--- src/rtl/dmem_mmio_responder_if.sv ---
// rtl/dmem_mmio_responder_if.sv - data-memory bus between the core and the memory-side responder
//
// Signals:
//   memwrite   write strobe for the current access
//   addr       byte address (core aluout)
//   writedata  store data
//   readdata   load data, combinational from addr
// Modports:
//   master  core side (drives memwrite/addr/writedata)
//   slave   responder side (drives readdata)

interface dmem_mmio_responder_if;
    logic        memwrite;
    logic [31:0] addr;
    logic [31:0] writedata;
    logic [31:0] readdata;

    modport master (
        output memwrite,
        output addr,
        output writedata,
        input  readdata
    );

    modport slave (
        input  memwrite,
        input  addr,
        input  writedata,
        output readdata
    );
endinterface

--- src/rtl/dmem_mmio_responder.sv ---
// rtl/dmem_mmio_responder.sv - word RAM plus countdown timer and LED register on the data bus
//
// Ports:
//   clk    rising-edge clock
//   reset  asynchronous, active-high reset
//   bus    dmem_mmio_responder_if.slave (memwrite, addr, writedata in; readdata out)
//   irq    timer interrupt, level of STATUS.expired
//   led    LED register contents
//
// Map (byte address, addr[1:0] ignored):
//   0x0 .. RAM_WORDS*4-1  RAM
//   0xFFFFFF00 LOAD, 0xFFFFFF04 COUNT (RO), 0xFFFFFF08 CTRL,
//   0xFFFFFF0C STATUS (W1C), 0xFFFFFF10 LED; anything else reads 0.

module dmem_mmio_responder #(
    parameter int RAM_WORDS = 64,
    parameter int TIMER_W   = 32
) (
    input  logic                        clk,
    input  logic                        reset,
    dmem_mmio_responder_if.slave        bus,
    output logic                        irq,
    output logic [7:0]                  led
);

    localparam int AW = $clog2(RAM_WORDS);

    // Word addresses (byte address >> 2) of the peripheral registers.
    localparam logic [29:0] W_LOAD   = 30'h3FFF_FFC0;
    localparam logic [29:0] W_COUNT  = 30'h3FFF_FFC1;
    localparam logic [29:0] W_CTRL   = 30'h3FFF_FFC2;
    localparam logic [29:0] W_STATUS = 30'h3FFF_FFC3;
    localparam logic [29:0] W_LED    = 30'h3FFF_FFC4;

    typedef enum logic [1:0] {
        S_IDLE = 2'd0,
        S_RUN  = 2'd1,
        S_DONE = 2'd2
    } state_t;

    // ------------------------------------------------------------------
    // Address decode
    // ------------------------------------------------------------------
    logic [29:0]   waddr;
    logic          in_ram;
    logic [AW-1:0] ram_idx;
    logic          wr_ram, wr_load, wr_ctrl, wr_status, wr_led;

    assign waddr   = bus.addr[31:2];
    // Every bit above the RAM index must be zero, so nothing aliases into RAM.
    assign in_ram  = (bus.addr[31:AW+2] == '0);
    assign ram_idx = bus.addr[AW+1:2];

    assign wr_ram    = bus.memwrite && in_ram;
    assign wr_load   = bus.memwrite && (waddr == W_LOAD);
    assign wr_ctrl   = bus.memwrite && (waddr == W_CTRL);
    assign wr_status = bus.memwrite && (waddr == W_STATUS);
    assign wr_led    = bus.memwrite && (waddr == W_LED);

    // ------------------------------------------------------------------
    // RAM (not reset; writes suppressed while reset is asserted)
    // ------------------------------------------------------------------
    logic [31:0] ram [RAM_WORDS];

    always_ff @(posedge clk) begin
        if (!reset && wr_ram) begin
            ram[ram_idx] <= bus.writedata;
        end
    end

    // ------------------------------------------------------------------
    // Timer and LED registers
    // ------------------------------------------------------------------
    state_t             state_q, state_d;
    logic [TIMER_W-1:0] load_q;
    logic [TIMER_W-1:0] count_q, count_d;
    logic               en_q, en_d;
    logic               ar_q, ar_d;
    logic               expired_q, expired_d;
    logic [7:0]         led_q;

    always_ff @(posedge clk or posedge reset) begin
        if (reset) begin
            state_q   <= S_IDLE;
            load_q    <= '0;
            count_q   <= '0;
            en_q      <= 1'b0;
            ar_q      <= 1'b0;
            expired_q <= 1'b0;
            led_q     <= 8'h00;
        end else begin
            state_q   <= state_d;
            count_q   <= count_d;
            en_q      <= en_d;
            ar_q      <= ar_d;
            expired_q <= expired_d;
            if (wr_load) begin
                load_q <= bus.writedata[TIMER_W-1:0];
            end
            if (wr_led) begin
                led_q <= bus.writedata[7:0];
            end
        end
    end

    // A CTRL write always takes priority over the running countdown: it
    // either restarts from LOAD (enable=1) or parks in IDLE (enable=0).
    // Reloads use the pre-edge LOAD, so a LOAD write only lands next time.
    always_comb begin
        logic exp_set;
        state_d = state_q;
        count_d = count_q;
        en_d    = en_q;
        ar_d    = ar_q;
        exp_set = 1'b0;

        if (wr_ctrl) begin
            en_d = bus.writedata[0];
            ar_d = bus.writedata[1];
            if (bus.writedata[0]) begin
                count_d = load_q;
                state_d = S_RUN;
            end else begin
                state_d = S_IDLE;
            end
        end else begin
            case (state_q)
                S_RUN: begin
                    if (count_q != '0) begin
                        count_d = count_q - TIMER_W'(1);
                    end else begin
                        exp_set = 1'b1;
                        if (ar_q) begin
                            count_d = load_q;
                        end else begin
                            state_d = S_DONE;
                            en_d    = 1'b0;
                        end
                    end
                end
                default: begin
                end
            endcase
        end

        // Set beats a simultaneous write-1-to-clear.
        expired_d = exp_set | (expired_q & ~(wr_status & bus.writedata[0]));
    end

    // ------------------------------------------------------------------
    // Read mux (pre-edge state, no write forwarding)
    // ------------------------------------------------------------------
    always_comb begin
        bus.readdata = 32'h0;
        if (in_ram) begin
            bus.readdata = ram[ram_idx];
        end else begin
            case (waddr)
                W_LOAD:   bus.readdata = 32'(load_q);
                W_COUNT:  bus.readdata = 32'(count_q);
                W_CTRL:   bus.readdata = {30'h0, ar_q, en_q};
                W_STATUS: bus.readdata = {31'h0, expired_q};
                W_LED:    bus.readdata = {24'h0, led_q};
                default:  bus.readdata = 32'h0;
            endcase
        end
    end

    assign irq = expired_q;
    assign led = led_q;

endmodule

--- src/flat_wrapper.sv ---
// flat-port wrapper written by rule: the top's interface ports become plain ports
module dmem_mmio_responder_flat 
#(
    parameter int RAM_WORDS = 64,
    parameter int TIMER_W   = 32
)
  (clk, reset, irq, led, bus_memwrite, bus_addr, bus_writedata, bus_readdata);
  dmem_mmio_responder_if bus_i ();
  input  logic clk;
  input  logic reset;
  output logic irq;
  output logic [7:0] led;
  input wire logic [$bits(bus_i.memwrite)-1:0] bus_memwrite;
  input wire logic [$bits(bus_i.addr)-1:0] bus_addr;
  input wire logic [$bits(bus_i.writedata)-1:0] bus_writedata;
  output wire logic [$bits(bus_i.readdata)-1:0] bus_readdata;
  assign bus_i.memwrite = bus_memwrite;
  assign bus_i.addr = bus_addr;
  assign bus_i.writedata = bus_writedata;
  assign bus_readdata = bus_i.readdata;
  dmem_mmio_responder #(.RAM_WORDS(RAM_WORDS), .TIMER_W(TIMER_W)) u_core (.clk(clk), .reset(reset), .bus(bus_i), .irq(irq), .led(led));
endmodule
--- config.mk ---
export PLATFORM = sky130hd
export DESIGN_NAME = dmem_mmio_responder_flat
export DESIGN_NICKNAME = d
export VERILOG_FILES = /design/src/rtl/dmem_mmio_responder_if.sv /design/src/rtl/dmem_mmio_responder.sv /design/src/flat_wrapper.sv
export SDC_FILE = /design/constraint.sdc
export NUM_CORES = 2
export LEC_CHECK = 0
export CAP_MARGIN = 10
export CORE_UTILIZATION = 40
export CTS_CLUSTER_DIAMETER = 30
export DETAILED_ROUTE_END_ITERATION = 6
export SETUP_SLACK_MARGIN = 0.1
export SLEW_MARGIN = 20
export SYNTH_ARGS = -nofsm -noshare
export SYNTH_HDL_FRONTEND = slang
export SYNTH_SLANG_ARGS = --single-unit
--- constraint.sdc ---
create_clock -name clk -period 3.04 [get_ports clk]
set_input_delay 0.304 -clock clk [delete_from_list [all_inputs] [get_ports clk]]
set_output_delay 0.304 -clock clk [all_outputs]
set_load 0.1 [all_outputs]
==> flow_metrics.env <==
export IMPL_clkSlewWorstSetupHoldPaths_ns=0.05
export IMPL_overflow=0
export IMPL_yosysTopAreaCellShare=0.7429
export IMPL_hpwl_um=200000
export IMPL_die_h_um=456.9
export IMPL_finish_utilization=0.5525
export IMPL_synth_compound_area_share=0.09362
export IMPL_violations="design-rule violations, negative setup slack"
export IMPL_port_buffers=105
export IMPL_drc=2
export IMPL_grt_pass1_wl_um=422900
export IMPL_required_ns=2.74
export IMPL_tightestPinTransition_ns=1.211
export IMPL_synth_nets=4730
export IMPL_dp_worst_setup_slack_ns=-1.352
export IMPL_holdPathEnd="u_core.ram[28][1]"
export IMPL_finClkSkew_ns=0.04223
export IMPL_wl_per_cell_um=34.61
export IMPL_syn_avg_cell_area_um2=17.76
export IMPL_synth_area_um2=82780
export IMPL_setup_violations=32
export IMPL_synth_simple_area_share=0.02725
export IMPL_crit_fanout=1
export IMPL_hold_depth=1
export IMPL_die_area_um2=208800
export IMPL_synth_cells=4661
export IMPL_grt_total_usage=0.2902
export IMPL_critical_path_depth=9
export IMPL_post_route_min_period_ns=4.108
export IMPL_cts_root_buffer_cell="clkbuf_16"
export IMPL_start_util=0.4034
export IMPL_irDropWorstVdd_uv=600.5
export IMPL_synth_seq_cells=2124
export IMPL_status="finished with violations"
export IMPL_cts_tree="yes"
export IMPL_rsz0062_at_grt="true"
export IMPL_cts_buffers=437
export IMPL_max_clock_freq_ghz=0.2434
export IMPL_crit_arrival_ns=3.80
export IMPL_maxCapViolations=0
export IMPL_power_frac_clock=0.567
export IMPL_timing_final_ws_setup_ns=-1.068
export IMPL_hold_violations=0
export IMPL_coreArea_um2=205200
export IMPL_finalCritPeriodShare=1.351
export IMPL_grt_pass1_vias=53190
export IMPL_io_pins=108
export IMPL_yosys_warnings=0
export IMPL_htreeDepth=5
export IMPL_clock_sink_count=2124
export IMPL_cell_internal_pwr_mw=66.42
export IMPL_ys_top_cells_by_area="edfxtp_1, mux2_2, mux4_2"
export IMPL_worstSetupStartpointType="flip-flop"
export IMPL_synthArstFlopShare=0.03578
export IMPL_synth_edf_count=2048
export IMPL_synth_ff_type="edfxtp_1"
export IMPL_cp_top_family="compound AO/OA/AOI/OAI gates"
export IMPL_rows=166
export IMPL_clockBufferDepth=4
export IMPL_ys_types=70
export IMPL_vias=54630
export IMPL_hold_path_startpoint="bus_writedata[1]"
export IMPL_muxShareOfSynthArea=0.09601
export IMPL_clock_latency_ns=0.97
export IMPL_p_seq_frac=0.377
export IMPL_wl_um=308700
export IMPL_ant_nets=0
export IMPL_critPathBufInv=3
export IMPL_power_leakage_nw=39.19
export IMPL_synth_top_family_by_area="multiplexers"
export IMPL_crit_chain="mux2_2 > a221o_1 > a222oi_1 > o22ai_2 > buf_4 > nor4_4 > buf_4 > o21ai_4 > buf_12"
export IMPL_slew_viol_final=0
export IMPL_crit_top_cell="buf_4"
export IMPL_max_slew_margin=0.1924
export IMPL_crit_slowest_cell="a222oi_1"
export IMPL_nNetsFinal=5936
export IMPL_fin_hold_ws_ns=0.08589
export IMPL_areaGrowthSynthToFinish_pct=36.95
export IMPL_fillers=15520
export IMPL_min_path_type="input port to flip-flop"
export IMPL_critPathMaxStageDelay_ns=0.53
export IMPL_ys_seq_area_frac=0.7659
export IMPL_viasPerCell=6.126
export IMPL_drt_iter0_drc=8281
export IMPL_antenna_found_initial=25
export IMPL_gp_congestion=0.9567
export IMPL_die_w_um=456.9
export IMPL_synth_fa_ha_area_frac=0.0003023
export IMPL_drive_gt1_frac=0.3926
export IMPL_grt_max_degree=68
export IMPL_reg2reg_from="u_core.count_q[10]"
export IMPL_synth_area_leader_cell="edfxtp_1"
export IMPL_startpoint="u_core.ram[27][5]"
export IMPL_p_total_mw=85.26
export IMPL_worstSetupEndpointType="primary output"
export IMPL_p_per_area_nw_per_um2=752.1
export IMPL_critPathKind="flip-flop to primary output"
export IMPL_post_cts_setup_buffers=0
export IMPL_switching_power_mw=18.85
export IMPL_firstDrtPassIters=7
export IMPL_timing_rr_end="u_core.count_q[12]"
export IMPL_r2r_slack_ns=0.20
export IMPL_synthXorXnorAreaFrac=0
export IMPL_switching_share=0.2211
export IMPL_p_comb_frac=0.056
export IMPL_reg2reg_depth=7
through the flow:
step / area, µm² / setup TNS, ns / std cells
after floorplan: 83610 / -302.59 / 4661
after global placement: 96570 / -113.35 / 8090
after detailed placement: 96580 / -97.16 / 8091
after CTS: 113000 / -20.19 / 8914
after global routing: 113400 / -21.91 / 8916
final: 113400 / -20.47 / 8919
cell usage after synthesis, drive strengths merged, types with 5 or more instances:
| cell | count |
|---|---|
| edfxtp | 2048 |
| mux2 | 284 |
| a21oi | 218 |
| nor2 | 192 |
| mux2i | 191 |
| a22oi | 189 |
| o21ai | 177 |
| clkbuf | 167 |
| nand2 | 156 |
| buf | 151 |
| a221oi | 145 |
| mux4 | 126 |
| a221o | 81 |
| o22ai | 78 |
| dfrtp | 76 |
| a222oi | 39 |
| nand3 | 35 |
| a22o | 30 |
| nor4 | 29 |
| a211oi | 25 |
| a31oi | 25 |
| nor3 | 23 |
| o221ai | 20 |
| o2bb2ai | 20 |
| nand4 | 16 |
| inv | 14 |
| or3 | 9 |
| and2 | 7 |
| nand2b | 7 |
| nor2b | 7 |
| o22a | 7 |
| a41oi | 6 |
| and3 | 6 |
| o211ai | 5 |
cell families after synthesis:
| group | count (synthesis) |
|---|---|
| flops | 2124 |
| simple gates | 505 |
| fa+ha+maj | 2 |
| compound gates | 1095 |
| buf+inv | 334 |
| mux | 601 |
metal layers:
metal / track usage / up-vias / routed length (µm) / share of wire
met5: 0 / - / 94 / 0.00030
met4: 0.1439 / 14 / 16340 / 0.053
met3: 0.06642 / 749 / 34610 / 0.11
met2: 0.4455 / 3788 / 140500 / 0.46
met1: 0.3883 / 28200 / 117200 / 0.38
li1: - / 21880 / - / -
cell usage in the layout, fill, tap and decap left out, types with 71 or more instances in the layout:
master        n
edfxtp_1   2048
buf_4       744
clkbuf_16   442
mux2_2      260
buf_12      231
a21oi_1     201
mux2i_1     187
a22oi_1     173
nand2_1     148
o21ai_0     126
mux4_2      126
nor2_1      121
a221oi_1    102
a221o_1      81
dfrtp_1      76
bufinv_16    71
worst max path at each step:
stage	end	slack (ns)
2_1_floorplan	bus_readdata[23]	-0.20
3_3_place_gp	bus_readdata[23]	-1.39
3_5_place_dp	bus_readdata[5]	-1.35
4_1_cts	bus_readdata[9]	-1.01
5_1_grt	bus_readdata[9]	-1.05
6_report	bus_readdata[5]	-1.07
area by class of cell:
class | instances | area [µm²] | area share
antenna | 4 | 10.01 | 0.00008829
clock buffer | 481 | 11210 | 0.09884
clock inverter | 318 | 3779 | 0.03333
inverter | 16 | 75.07 | 0.0006622
multi-input combinational | 2203 | 20310 | 0.1792
sequential | 2124 | 63400 | 0.5592
tap | 2688 | 3363 | 0.02967
timing repair buffer | 1085 | 11230 | 0.09902
registers in the layout, indices dropped and copies added, names as in the netlist:
name            flops
u_core.load_q      32
u_core.irq          1
u_core.ram       2048
u_core.count_q     32
u_core.led          8
u_core.state_q      2
u_core.ar_q         1
repair_timing:
action | 4_1_cts | 5_1_grt
pin swaps | 83 | 47
endpoints found under the hold margin | 606 | 0
hold buffers | 26 | 0
cloned | 0 | 1
endpoints found under the setup margin | 33 | 51
resized for setup | 236 | 60
power by group through the flow:
stage / Clock [mW] / Combinational [mW] / Sequential (mW)
after floorplan: 0 / 1.53 / 32.7
after global placement: 0 / 4.31 / 32.7
after detailed placement: 0 / 4.34 / 32.7
after CTS: 48.6 / 4.59 / 32.1
after global routing: 50.0 / 4.82 / 32.1
final: 48.3 / 4.77 / 32.1
(Power assumes the default switching activity.)
